File: config.mk
export PLATFORM = sky130hd
export DESIGN_NAME = mul_arbiter
export DESIGN_NICKNAME = d
export VERILOG_FILES = /design/src/rtl/mul_arbiter.sv
export SDC_FILE = /design/constraint.sdc
export NUM_CORES = 1
export LEC_CHECK = 0
export BUFFER_PORTS_ARGS = -buffer_cell sky130_fd_sc_hd__buf_2
export CORE_ASPECT_RATIO = 0.9
export CORE_MARGIN = 5
export CORE_UTILIZATION = 45
export DETAILED_ROUTE_END_ITERATION = 8
export PLACE_DENSITY = 0.79
export SLEW_MARGIN = 30
export SYNTH_ARGS = -nofsm -noshare
export SYNTH_HDL_FRONTEND = slang
export SYNTH_SLANG_ARGS = --single-unit
File: constraint.sdc
create_clock -name clk -period 2.8 [get_ports clk]
set_input_delay 0.42 -clock clk [delete_from_list [all_inputs] [get_ports clk]]
set_output_delay 0.42 -clock clk [all_outputs]
set_load 0.01 [all_outputs]
File: src/rtl/mul_arbiter.sv
// Round-robin arbiter/sequencer sharing one 16x16 iterative multiplier between two requesters.
// Optional signed-operand support is compiled in with `define MUL_SIGNED_EN.
module mul_arbiter #(
    parameter int unsigned TIMEOUT = 16
) (
    input  logic             clk,
    input  logic             reset,
    input  logic [1:0]       req_valid,
    output logic [1:0]       req_ready,
    input  logic [1:0][15:0] req_a,
    input  logic [1:0][15:0] req_b,
    input  logic [1:0]       req_signed,
    output logic [1:0]       rsp_valid,
    input  logic [1:0]       rsp_ready,
    output logic [31:0]      rsp_product,
    output logic             rsp_timeout,
    output logic             busy,
    output logic [15:0]      mul_a,
    output logic [15:0]      mul_b,
    output logic             mul_start,
    input  logic             mul_done,
    input  logic [31:0]      mul_product
);

    localparam int unsigned  CNT_W    = 8;
    localparam logic [CNT_W-1:0] CNT_LAST = CNT_W'(TIMEOUT - 1);

    localparam logic [1:0] S_IDLE = 2'd0;
    localparam logic [1:0] S_BUSY = 2'd1;
    localparam logic [1:0] S_RESP = 2'd2;

    logic [1:0]       r_state;
    logic [1:0]       w_next_state;
    logic             r_prio;
    logic             r_owner;
    logic             r_timeout;
    logic [CNT_W-1:0] r_cnt;
    logic [15:0]      r_a;
    logic [15:0]      r_b;
    logic [31:0]      r_product;

    logic             w_grant;
    logic             w_accept;
    logic             w_done;
    logic             w_expire;
    logic [15:0]      w_a;
    logic [15:0]      w_b;
    logic [31:0]      w_product;

    // Tie goes to the priority pointer; otherwise the lone valid requester wins.
    assign w_grant = (req_valid == 2'b11) ? r_prio : req_valid[1];

`ifdef MUL_SIGNED_EN
    logic [15:0] w_ra;
    logic [15:0] w_rb;
    logic        w_sgn;
    logic        r_neg;

    // Operands go to the unsigned multiplier as magnitudes; sign is reapplied on capture.
    always_comb begin
        w_ra      = req_a[w_grant];
        w_rb      = req_b[w_grant];
        w_sgn     = req_signed[w_grant];
        w_a       = (w_sgn && w_ra[15]) ? (~w_ra + 16'd1) : w_ra;
        w_b       = (w_sgn && w_rb[15]) ? (~w_rb + 16'd1) : w_rb;
        w_product = r_neg ? (~mul_product + 32'd1) : mul_product;
    end

    always_ff @(posedge clk) begin
        if (reset) begin
            r_neg <= 1'b0;
        end else if (w_accept) begin
            r_neg <= w_sgn & (w_ra[15] ^ w_rb[15]);
        end
    end
`else
    logic w_unused;

    assign w_unused  = ^req_signed;
    assign w_a       = req_a[w_grant];
    assign w_b       = req_b[w_grant];
    assign w_product = mul_product;
`endif

    // Next-state and handshake strobes.
    always_comb begin
        w_next_state = r_state;
        req_ready    = 2'b00;
        w_accept     = 1'b0;
        w_done       = 1'b0;
        w_expire     = 1'b0;
        case (r_state)
            S_IDLE: begin
                if (req_valid != 2'b00) begin
                    req_ready[w_grant] = 1'b1;
                    w_accept           = 1'b1;
                    w_next_state       = S_BUSY;
                end
            end
            S_BUSY: begin
                if (mul_done) begin
                    w_done       = 1'b1;
                    w_next_state = S_RESP;
                end else if (r_cnt == CNT_LAST) begin
                    w_expire     = 1'b1;
                    w_next_state = S_RESP;
                end
            end
            S_RESP: begin
                if (rsp_ready[r_owner]) begin
                    w_next_state = S_IDLE;
                end
            end
            default: w_next_state = S_IDLE;
        endcase
    end

    always_ff @(posedge clk) begin
        if (reset) begin
            r_state   <= S_IDLE;
            r_prio    <= 1'b0;
            r_owner   <= 1'b0;
            r_timeout <= 1'b0;
            r_cnt     <= '0;
            r_a       <= '0;
            r_b       <= '0;
            r_product <= '0;
        end else begin
            r_state <= w_next_state;
            if (w_accept) begin
                r_a     <= w_a;
                r_b     <= w_b;
                r_owner <= w_grant;
                r_prio  <= ~w_grant;
                r_cnt   <= '0;
            end else if (r_state == S_BUSY) begin
                r_cnt <= r_cnt + CNT_W'(1);
            end
            if (w_done) begin
                r_product <= w_product;
                r_timeout <= 1'b0;
            end else if (w_expire) begin
                r_product <= '0;
                r_timeout <= 1'b1;
            end
        end
    end

    assign busy        = (r_state != S_IDLE);
    assign mul_start   = (r_state == S_BUSY);
    assign mul_a       = r_a;
    assign mul_b       = r_b;
    assign rsp_valid   = (r_state == S_RESP) ? (r_owner ? 2'b10 : 2'b01) : 2'b00;
    assign rsp_product = r_product;
    assign rsp_timeout = r_timeout;

endmodule
== Word-level counts from Yosys, hierarchy flattened ==
Index checks and enable logic that the tools add are counted.
Word-level totals
  register bits: 77
  input bits: 105
  output and inout bits: 71
Cells by class
  add/subtract/negate cells: 1
  magnitude comparators: 3
  equal/unequal tests: 7
  multiplexer cells: 27
  bitwise operators: 1
  reduce and logical (&&, ||, !) cells: 8
Operator list (count)
  two-way mux 16 bit: 4
  two-way mux 32 bit: 2
  two-way mux 2 bit: 8
  two-way mux 1 bit: 11
  adder 8 x 1 -> 8 bit (second input constant): 1
  == test 8 x 4 -> 1 bit (second input constant): 1
  case mux 2 bit (3 select lines): 1
  nonzero test 2 bit: 3
  == test 2 bit (second input constant): 2
  less-than comparator 1 x 2 -> 1 bit (second input constant): 2
  inequality test 2 bit (second input constant): 2
  OR reduction 2 bit: 2
  inequality test 3 x 1 -> 1 bit (second input constant): 1
  AND reduction 3 bit: 1
  == test 2 x 1 -> 1 bit (second input constant): 1
  zero test 2 bit: 1
  demux 1 bit (select 1 bit): 1
  greater-or-equal comparator 1 bit (second input constant): 1
  logical AND 1 bit: 1
  inverter 1 bit: 1

== Longest topological paths before layout ==
Gate-level depths: netlist (run 1).
  word-level depth: 8
  depth in mapped cells: 6

== Worst setup path after synthesis (run 1) ==
Ideal clock, no wire load.
  path type: input to output
  start point: input port req_valid[0]
  end point: output port req_ready[0]
  arrival time: 1.044 ns
  setup slack: 1.336 ns
  stages: 3
  cells stage by stage: a21bo_1 buf_2 nor2_1
On the way
  cells in the longest elaborated chain, start to end: 8
  elaborated cells on any way between the ends: 10
  classes of those cells: order compare (2); eq/ne (1); mux (5); reduce/logical (2)
RTL lines
  from (decl): line 8  | input logic [1:0] req_valid,
  == test 2 bit: line 51  | assign w_grant = (req_valid == 2'b11) ? r_prio : req_valid[1];
  two-way mux 1 bit: line 51
  less-than comparator 1 x 2 -> 1 bit (not written as such) or greater-or-equal comparator 1 bit (tied branches): line 95  | req_ready[w_grant] = 1'b1;
  logical AND 1 bit (not written as such): line 95
  two-way mux 1 bit (not written as such): line 95
  demux 1 bit (select 1 bit): line 95
  two-way mux 2 bit *: line 94  | if (req_valid != 2'b00) begin
  two-way mux 2 bit *: line 92  | case (r_state)
  to (decl): line 9  | output logic [1:0] req_ready,
Every way passes the cells marked *; elsewhere a longest branch is shown, timed or not.

== Worst setup path in the final report (run 1) ==
  start point: register r_state[0]
  end point: output port req_ready[0]
On the way
  cells in the longest elaborated chain, start to end: 2
RTL lines
  from (decl): line 32  | logic [1:0] r_state;
  from (signal assigned): line 129  | r_state <= w_next_state;
  zero test 2 bit: line 92
  two-way mux 2 bit: line 92
Every way passes these cells.

==> impl_metrics.csv, run 1 <==
group,metric,value,unit
status,run_status,"complete, no violations",
logic_synthesis,ys.warnings.count,0,
drt,via_density_per_instance,5.24,
timing,final_period_minus_worst_setup_slack,2.06,ns
final_layout,number_of_fillers_in_the_final_layout,629,
drt,remaining_drc_errors,0,
timing,timing.final.setup_violations,0,
floorplanning,floorplan.die_area,9310,sq um
timing,slew_violations,0,
final_layout,antennaDiodeCount,0,
placed_design,place.port_buffers,173,
logic_synthesis,seq_area_frac_synth,45.8,%
final_layout,final_common_cell,"buf_2",
hold_path,hold_class,"input pin to flop",
worst_setup_path,critical_path.max_fanout,14,
global_route,grt_antenna_before_repair,0,
clock_network,cts_tree,"done",
drt,detail_route.wirelength,9400,um
worst_setup_path,timing.critical_path.to_type,"output pin",
final_layout,instances_no_fill,633,
floorplanning,die_width,101,um
global_route,first_pass_grt_wire_length,15100,um
timing,timing.final.hold_violations,0,
drt,route.antenna.remaining_nets,0,
drt,firstDrtPassIters,4,
drt,detailroute.via_count,3317,
placed_design,detailedPlacementHpwl,6880,um
final_layout,nets,641,
clock_network,clock_pin_transition_on_the_worst_setup_and_hold_timing_paths,0.09,ns
timing,finalCritPeriodShare,73.6,%
worst_setup_path,worst_ep_arrival_time,1.64,ns
floorplanning,io-pin-count,176,
worst_setup_path,timing.critical_path.required,2.38,ns
clock_network,htree_depth,3,
power_and_ir_drop,pd_cells,597,nW/um^2
timing,summed_negative_setup_slack_over_all_endpoints,0,ns
power_and_ir_drop,p_total,2.63,mW
global_route,overflow,0,
final_layout,area_delta_synth_final,31.1,%
logic_synthesis,post_synth_inst_count,372,
flow_run,number_of_max_cap_violations,0,
logic_synthesis,postSynthRegisterBits,77,
logic_synthesis,cell_area_after_synthesis,3360,sq um
global_route,first_global_vias,3232,
placed_design,finalWeightedCongestion,0.790,
final_layout,finalInstanceArea,4410,sq um
drt,dr.first_iter.drc_count,166,
placed_design,placed_area,4200,sq um
drt,wl_per_cell,14.8,um
clock_network,ctsLongestPathBuffers,2,
logic_synthesis,synth_enable_flop_cells,0,
timing,clock.fmax,485,MHz
clock_network,cts.repair.resized,0,
logic_synthesis,net_count_after_synthesis,478,
clock_network,ctsHoldBuffers,0,
timing,fin_worst_skew,0.0115,ns
floorplanning,floorplan.core_area,7150,sq um
logic_synthesis,yosysUniqueCellTypes,43,
clock_network,clock_tree.root_cell,"clkbuf_8",
clock_network,post_cts.repair.setup_buffers,0,
worst_setup_path,timing.critical_path.from_type,"flop",
timing,worst_pin_slew,0.691,ns
placed_design,number_of_cells_in_the_design_after_placement,617,
floorplanning,std_cell_rows,29,
logic_synthesis,synth_async_sr_flop_share,0,%
timing,rsz0062_at_grt,"no",
power_and_ir_drop,vdd_ir_max,0.301,mV
clock_network,cts.sinks,77,
power_and_ir_drop,power_leakage,2.07,nW
clock_network,number_of_buffers_added_by_the_clock_tree_synthesis_step,9,
global_route,global_route.usage.total,19.7,%
logic_synthesis,most_used_dff_post_synth,"dfxtp_1",
global_route,grt_start_max_net_pins,34,
clock_network,clkLatencyLatePin,0.35,ns
floorplanning,starting_density,47.1,%
final_layout,layout-drive-gt1-share,44.8,%
final_layout,final_core_util,61.7,%
worst_setup_path,setup.worst_path.class,"flop to output pin",
timing,worst_slew_slack_as_a_fraction_of_its_limit,53.7,%
floorplanning,die_height,92.0,um
logic_synthesis,avgSynthCellArea,9.04,sq um
final_layout,commonest_cells_after_routing_fill_and_taps_aside,"173 x buf_2, 77 x dfxtp_1, 70 x nand2_1",
## through the flow
step | setup slack, ns | hold slack [ns]
6_report | 0.740 | 0.289
5_1_grt | 0.637 | 0.270
4_1_cts | 0.731 | 0.275
3_5_place_dp | 0.850 | 0.453
3_3_place_gp | 0.908 | 0.439
2_1_floorplan | 1.34 | 0.452
## final cells by class
type                       instances  area [sq um]  share of cell area (%)
clock buffer                       9           124                    2.81
tap                               93           116                    2.64
clock inverter                     7          85.1                    1.93
sequential                        77          1540                    35.0
timing repair buffer             179           911                    20.7
inverter                          30           115                    2.61
multi-input combinational        238          1520                    34.4
## cells by family (layout without fill, tap and decap cells)
group           Yosys count  count (layout)  synth area share, %
compound gates           94              94                 22.4
xor+xnor                  2               2                0.521
fa+ha+maj                 1               1                0.372
buf+inv                  57             225                 9.04
flops                    77              77                 45.8
mux                       1               1                0.335
simple gates            140             140                 21.5
## sequential cells by signal (all words and copies together) (netlist names)
signal,cells
mul_b,16
r_cnt,8
r_state,2
rsp_product,32
rsp_timeout,1
r_prio,1
r_owner,1
mul_a,16
## metal layers
layer / part of all wire, % / GRT usage [%] / vias to the layer above
met5: 0 / 0 / -
met4: 2.4 / 6.53 / 0
met3: 7.4 / 5.69 / 20
met2: 50 / 33.4 / 118
met1: 40 / 23.8 / 1542
li1: - / - / 1637
## report_power, final
group / internal, mW / total, mW / switching, mW
sequential: 1.18 / 1.23 / 0.0538
combinational: 0.216 / 0.503 / 0.288
clock: 0.434 / 0.893 / 0.459
total: 1.83 / 2.63 / 0.801
## worst max-delay path, stage by stage, from the launching register on
cell	delay [ns]
dfxtp_1	0.46
nor2_4	0.31
inv_2	0.18
nor2_1	0.18
buf_2	0.16
## Yosys cell counts, types with 2 or more instances
master	n	share of area, %
a21oi_1	9	1.3
a21oi_2	30	7.8
a221o_1	23	6.8
a31oi_1	10	1.9
and3_1	2	0.37
buf_2	4	0.60
buf_6	11	3.7
clkbuf_1	12	1.3
dfxtp_1	77	46
inv_1	28	3.1
nand2_1	70	7.8
nand3_1	12	1.8
nand3b_1	2	0.45
nand4_1	9	1.7
nor2_1	6	0.67
nor3_1	18	2.7
nor3_2	7	2.1
o21ai_0	11	1.6
o31ai_1	3	0.67
or3_1	2	0.37
or4_1	3	0.67
xnor2_1	2	0.52
## worst paths after layout
path / startpoint / to / slack, ns / cells after the start
setup / recovery: r_state[0] / req_ready[0] / 0.74 / 4
hold / removal: req_b[23] / mul_b[7] / 0.29 / 2
setup reg to reg: r_cnt[0] / rsp_product[25] / 0.87 / 5
hold reg to reg: rsp_product[25] / rsp_product[25] / 0.46 / 2
Power figures use the tool's default switching activity.
==> run 2: changes to the inputs <==
Clock period 2.8 ns to 2.05 ns, I/O delays scaled along.
==> impl_metrics.csv, run 2 (synthesized netlist as in run 1, its figures left out) <==
group,metric,value,unit
final_layout,number_of_fillers_in_the_final_layout,628,
clock_network,cts.sinks,77,
floorplanning,die_height,92.0,um
clock_network,ctsHoldBuffers,0,
worst_setup_path,setup.worst_path.class,"flop to flop",
floorplanning,starting_density,47.1,%
floorplanning,io-pin-count,176,
floorplanning,floorplan.die_area,9310,sq um
placed_design,detailedPlacementHpwl,6950,um
drt,remaining_drc_errors,0,
hold_path,worst_hold_startpoint,"req_a[30]",
worst_setup_path,timing.critical_path.from_type,"flop",
worst_setup_path,slowest_cell_on_the_critical_path,"and4_1",
drt,via_density_per_instance,5.20,
timing,final_period_minus_worst_setup_slack,1.91,ns
worst_setup_path,r2r-start,"r_state[1]",
final_layout,finalInstanceArea,4430,sq um
power_and_ir_drop,vdd_ir_max,0.496,mV
timing,timing.final.hold_violations,0,
placed_design,placed_area,4240,sq um
hold_path,hold-path-cell-count,2,
power_and_ir_drop,seqPwrFrac,48.0,%
power_and_ir_drop,power.combinational.fraction,20.4,%
final_layout,nets,643,
power_and_ir_drop,switching_share,31.5,%
clock_network,cts_tree,"done",
final_layout,commonest_cells_after_routing_fill_and_taps_aside,"173 x buf_2, 77 x dfxtp_1, 70 x nand2_1",
flow_run,number_of_max_cap_violations,0,
global_route,grt_start_max_net_pins,34,
final_layout,instances_no_fill,635,
worst_setup_path,timing.critical_path.to_type,"flop",
power_and_ir_drop,pd_cells,788,nW/um^2
clock_network,post_cts.repair.setup_buffers,0,
power_and_ir_drop,p_int,2.39,mW
clock_network,cts.repair.resized,0,
hold_path,hold_path_end,"mul_a[14]",
timing,slew_violations,0,
clock_network,number_of_buffers_added_by_the_clock_tree_synthesis_step,9,
worst_setup_path,cp_cell_sequence,"nor2_4 -> and4_1 -> a221o_1",
worst_setup_path,cpPeakStageDelay,0.83,ns
drt,firstDrtPassIters,4,
worst_setup_path,timing.critical_path.required,2.34,ns
timing,worst_pin_slew,0.881,ns
drt,detail_route.wirelength,9350,um
final_layout,area_delta_synth_final,31.7,%
floorplanning,die_width,101,um
placed_design,place.port_buffers,173,
global_route,grt_antenna_before_repair,0,
placed_design,finalWeightedCongestion,0.809,
global_route,first_pass_grt_wire_length,14800,um
drt,route.antenna.remaining_nets,0,
clock_network,clock_tree.root_cell,"clkbuf_8",
clock_network,ctsLongestPathBuffers,2,
placed_design,number_of_cells_in_the_design_after_placement,619,
clock_network,htree_depth,3,
power_and_ir_drop,p_total,3.49,mW
clock_network,clkLatencyLatePin,0.35,ns
final_layout,final_common_cell,"buf_2",
status,run_status,"complete, no violations",
floorplanning,std_cell_rows,29,
final_layout,max_reg_flops,32,
final_layout,antennaDiodeCount,0,
final_layout,layout-drive-gt1-share,45.0,%
drt,detailroute.via_count,3301,
timing,rsz0062_at_grt,"no",
global_route,overflow,0,
drt,wl_per_cell,14.7,um
timing,finalCritPeriodShare,93.1,%
worst_setup_path,critical_path.max_fanout,24,
worst_setup_path,reg2regPathDepth,3,
worst_setup_path,regToRegSetupSlack,0.14,ns
timing,timing.final.setup_violations,0,
timing,fin_worst_skew,0.0135,ns
clock_network,clock_pin_transition_on_the_worst_setup_and_hold_timing_paths,0.09,ns
timing,summed_negative_setup_slack_over_all_endpoints,0,ns
global_route,global_route.usage.total,19.4,%
global_route,first_global_vias,3167,
power_and_ir_drop,clock_power_share,31.6,%
timing,worst_slew_slack_as_a_fraction_of_its_limit,41.2,%
timing,clock.fmax,524,MHz
power_and_ir_drop,power_leakage,2.08,nW
power_and_ir_drop,net-switching-power,1.10,mW
worst_setup_path,worst_ep_arrival_time,2.20,ns
worst_setup_path,rr_endpoint,"mul_b[4]",
floorplanning,floorplan.core_area,7150,sq um
drt,dr.first_iter.drc_count,134,
hold_path,hold_class,"input pin to flop",
run 2: cell types whose count changed in the layout (fill, tap and decap cells not counted), sizes merged:
cell and change:
inv -1, clkinv +1, buf +2, bufinv -1
clkinvlp +1
run 2: worst max-delay path by stage:
stage | start | end | depth (start not counted)
after floorplan | r_cnt[0] | rsp_product[0] | 5
after global placement | r_state[1] | mul_a[15] | 3
after detailed placement | reset | mul_b[4] | 4
after CTS | r_state[1] | req_ready[0] | 4
after global routing | r_state[1] | req_ready[0] | 4
final | r_state[1] | mul_b[4] | 3
run 2: power by group through the flow:
| stage | clock network, mW | logic [mW] | registers, mW |
|---|---|---|---|
| 6_report | 1.10 | 0.711 | 1.68 |
| 5_1_grt | 1.20 | 0.774 | 1.69 |
| 4_1_cts | 1.14 | 0.714 | 1.68 |
| 3_5_place_dp | 0 | 0.714 | 1.71 |
| 3_3_place_gp | 0 | 0.697 | 1.71 |
| 2_1_floorplan | 0 | 0.390 | 1.76 |
run 2: routing by layer:
layer / global-route usage [%] / wire length (um) / vias up / share of wire [%]
met4: 7.53 / 237 / 0 / 2.5
met5: 0 / 0 / - / 0
li1: - / - / 1645 / -
met2: 32.6 / 4640 / 122 / 50
met1: 22.9 / 3860 / 1515 / 41
met3: 5.84 / 608 / 19 / 6.5
run 2: through the flow:
step           util, %  hold WS, ns  setup WS [ns]
2_1_floorplan        -        0.425          0.674
4_1_cts           62.0        0.160          0.148
3_3_place_gp      59.3        0.439          0.232
5_1_grt           62.0        0.158         0.0363
3_5_place_dp      59.3        0.447          0.211
6_report          62.0        0.178          0.142
run 2: cell type report:
class / count / area, sq um / share of cell area (%)
Timing Repair Buffer: 181 / 951 / 21.5
Inverter: 30 / 115 / 2.60
Clock buffer: 9 / 124 / 2.80
Clock inverter: 7 / 65.1 / 1.47
Tap cell: 93 / 116 / 2.63
Sequential cell: 77 / 1540 / 34.8
Multi-Input combinational cell: 238 / 1520 / 34.3
run 2: worst max-delay path: cells and delay by family (launching register included):
kind / cells / cell delay, ns
flops: 1 / 0.42
simple gates: 2 / 1.14
compound gates: 1 / 0.28
==> run 3: changes to the inputs <==
==> constraint.sdc (replaced) <==
create_clock -name clk -period 2.05 [get_ports clk]
set_input_delay 0.1025 -clock clk [delete_from_list [all_inputs] [get_ports clk]]
set_output_delay 0.1025 -clock clk [all_outputs]
set_load 0.01 [all_outputs]
==> impl_metrics.csv, run 3 (synthesized netlist as in run 1, its figures left out) <==
group,metric,value,unit
hold_path,hold-path-cell-count,3,
drt,via_density_per_instance,5.32,
flow_run,number_of_max_cap_violations,0,
drt,firstDrtPassIters,4,
timing,slew_violations,0,
placed_design,place.port_buffers,173,
drt,route.antenna.remaining_nets,0,
worst_setup_path,cp_cell_sequence,"nor2_4 -> and4_1 -> a221o_1",
clock_network,htree_depth,3,
clock_network,cts.repair.resized,0,
floorplanning,starting_density,47.1,%
worst_setup_path,worst_ep_arrival_time,2.19,ns
final_layout,multi_input_area,1520,sq um
status,run_status,"complete, no violations",
placed_design,number_of_cells_in_the_design_after_placement,620,
worst_setup_path,slowest_cell_on_the_critical_path,"and4_1",
power_and_ir_drop,pd_cells,735,nW/um^2
floorplanning,floorplan.core_area,7150,sq um
placed_design,placed_area,4240,sq um
floorplanning,io-pin-count,176,
final_layout,max_reg_flops,32,
floorplanning,die_width,101,um
final_layout,number_of_fillers_in_the_final_layout,550,
drt,detailroute.via_count,3676,
global_route,first_global_vias,3807,
timing,rsz0062_at_grt,"no",
final_layout,layout-drive-gt1-share,41.0,%
clock_network,cts_tree,"done",
worst_setup_path,cp-startpoint,"r_state[1]",
floorplanning,die_height,92.0,um
final_layout,finalInstanceArea,4990,sq um
clock_network,cts.sinks,77,
worst_setup_path,critical_path.max_fanout,24,
drt,remaining_drc_errors,0,
timing,final_period_minus_worst_setup_slack,1.91,ns
worst_setup_path,setup.worst_path.class,"flop to flop",
drt,dr.first_iter.drc_count,135,
worst_setup_path,reg2regPathDepth,3,
worst_setup_path,crit_path_end,"mul_b[2]",
worst_setup_path,regToRegSetupSlack,0.14,ns
clock_network,clkLatencyLatePin,0.35,ns
timing,summed_negative_setup_slack_over_all_endpoints,0,ns
clock_network,number_of_buffers_added_by_the_clock_tree_synthesis_step,9,
global_route,overflow,0,
hold_path,hold_class,"input pin to flop",
final_layout,commonest_cells_after_routing_fill_and_taps_aside,"173 x buf_2, 77 x dfxtp_1, 70 x nand2_1",
clock_network,clock_pin_transition_on_the_worst_setup_and_hold_timing_paths,0.09,ns
final_layout,final_common_cell,"buf_2",
worst_setup_path,timing.critical_path.to_type,"flop",
worst_setup_path,cpPeakStageDelay,0.84,ns
timing,clock.fmax,525,MHz
drt,detail_route.wirelength,11000,um
final_layout,nets,699,
worst_setup_path,rr_endpoint,"mul_b[2]",
timing,timing.final.hold_violations,0,
floorplanning,floorplan.die_area,9310,sq um
global_route,grt_antenna_before_repair,0,
final_layout,area.sequential,1540,sq um
worst_setup_path,r2r-start,"r_state[1]",
global_route,grt_start_max_net_pins,34,
power_and_ir_drop,vdd_ir_max,0.469,mV
clock_network,ctsLongestPathBuffers,2,
floorplanning,std_cell_rows,29,
global_route,global_route.usage.total,23.4,%
timing,finalCritPeriodShare,93.0,%
timing,fin_worst_skew,0.0104,ns
final_layout,area_delta_synth_final,48.4,%
timing,timing.final.setup_violations,0,
clock_network,clock_tree.root_cell,"clkbuf_8",
final_layout,instances_no_fill,691,
timing,worst_slew_slack_as_a_fraction_of_its_limit,39.8,%
worst_setup_path,timing.critical_path.required,2.33,ns
final_layout,antennaDiodeCount,0,
placed_design,detailedPlacementHpwl,7260,um
global_route,first_pass_grt_wire_length,17600,um
drt,wl_per_cell,15.9,um
placed_design,finalWeightedCongestion,0.799,
timing,worst_pin_slew,0.903,ns
power_and_ir_drop,power_leakage,2.31,nW
worst_setup_path,timing.critical_path.from_type,"flop",
## run 3: cell types whose count changed in the layout (fill, tap and decap cells not counted)
cell           change
buf_12             -1
buf_4              +2
bufinv_16          +1
clkinvlp_4         +1
dlygate4sd3_1     +55
inv_8              -2
## run 3: cell type report
| class | instances | area share [%] |
|---|---|---|
| multi-input combinational | 238 | 30.4 |
| inverter | 30 | 2.31 |
| tap | 93 | 2.33 |
| clock inverter | 7 | 1.60 |
| clock buffer | 9 | 2.48 |
| timing repair buffer | 237 | 30.0 |
| sequential | 77 | 30.9 |
## run 3: worst min path at each step
stage | from | endpoint | slack [ns]
floorplan | reset | r_state[1] | 0.22
global placement | req_a[22] | mul_a[6] | 0.33
detailed placement | req_a[31] | mul_a[15] | 0.33
CTS | req_a[8] | mul_a[8] | 0.0009
global route | mul_product[10] | rsp_product[10] | 0.003
finish | mul_product[10] | rsp_product[10] | 0.02
## run 3: through the flow
stage	setup slack, ns	hold WS (ns)	total power [mW]	util [%]
2_1_floorplan	0.674	0.220	2.15	-
3_3_place_gp	0.254	0.326	2.40	59.3
3_5_place_dp	0.207	0.332	2.43	59.3
4_1_cts	0.152	0.000859	3.70	69.8
5_1_grt	0.00615	0.00325	3.84	69.8
6_report	0.144	0.0186	3.67	69.8
## run 3: timing repair
action / 4_1_cts / 5_1_grt
setup buffers: 0 / 0
endpoints found under the hold margin: 55 / 0
hold buffers: 55 / 0
## run 3: report_power, final
group          switching (mW)  total [mW]  internal [mW]
combinational           0.431       0.806          0.374
sequential             0.0714        1.68           1.61
clock                   0.601        1.18          0.577
total                    1.10        3.67           2.56
## run 3: worst max-delay path, delay by kind of cell, from the launching register on
kind	cells	cell delay, ns
compound gates	1	0.30
simple gates	2	1.13
flops	1	0.41
## run 3: routing by layer
layer	vias to the layer above	GRT usage, %	wire length (um)
met5	-	0	0
met2	161	41.9	5720
li1	1746	-	-
met1	1724	25.1	4080
met4	0	13.7	543
met3	45	4.63	641
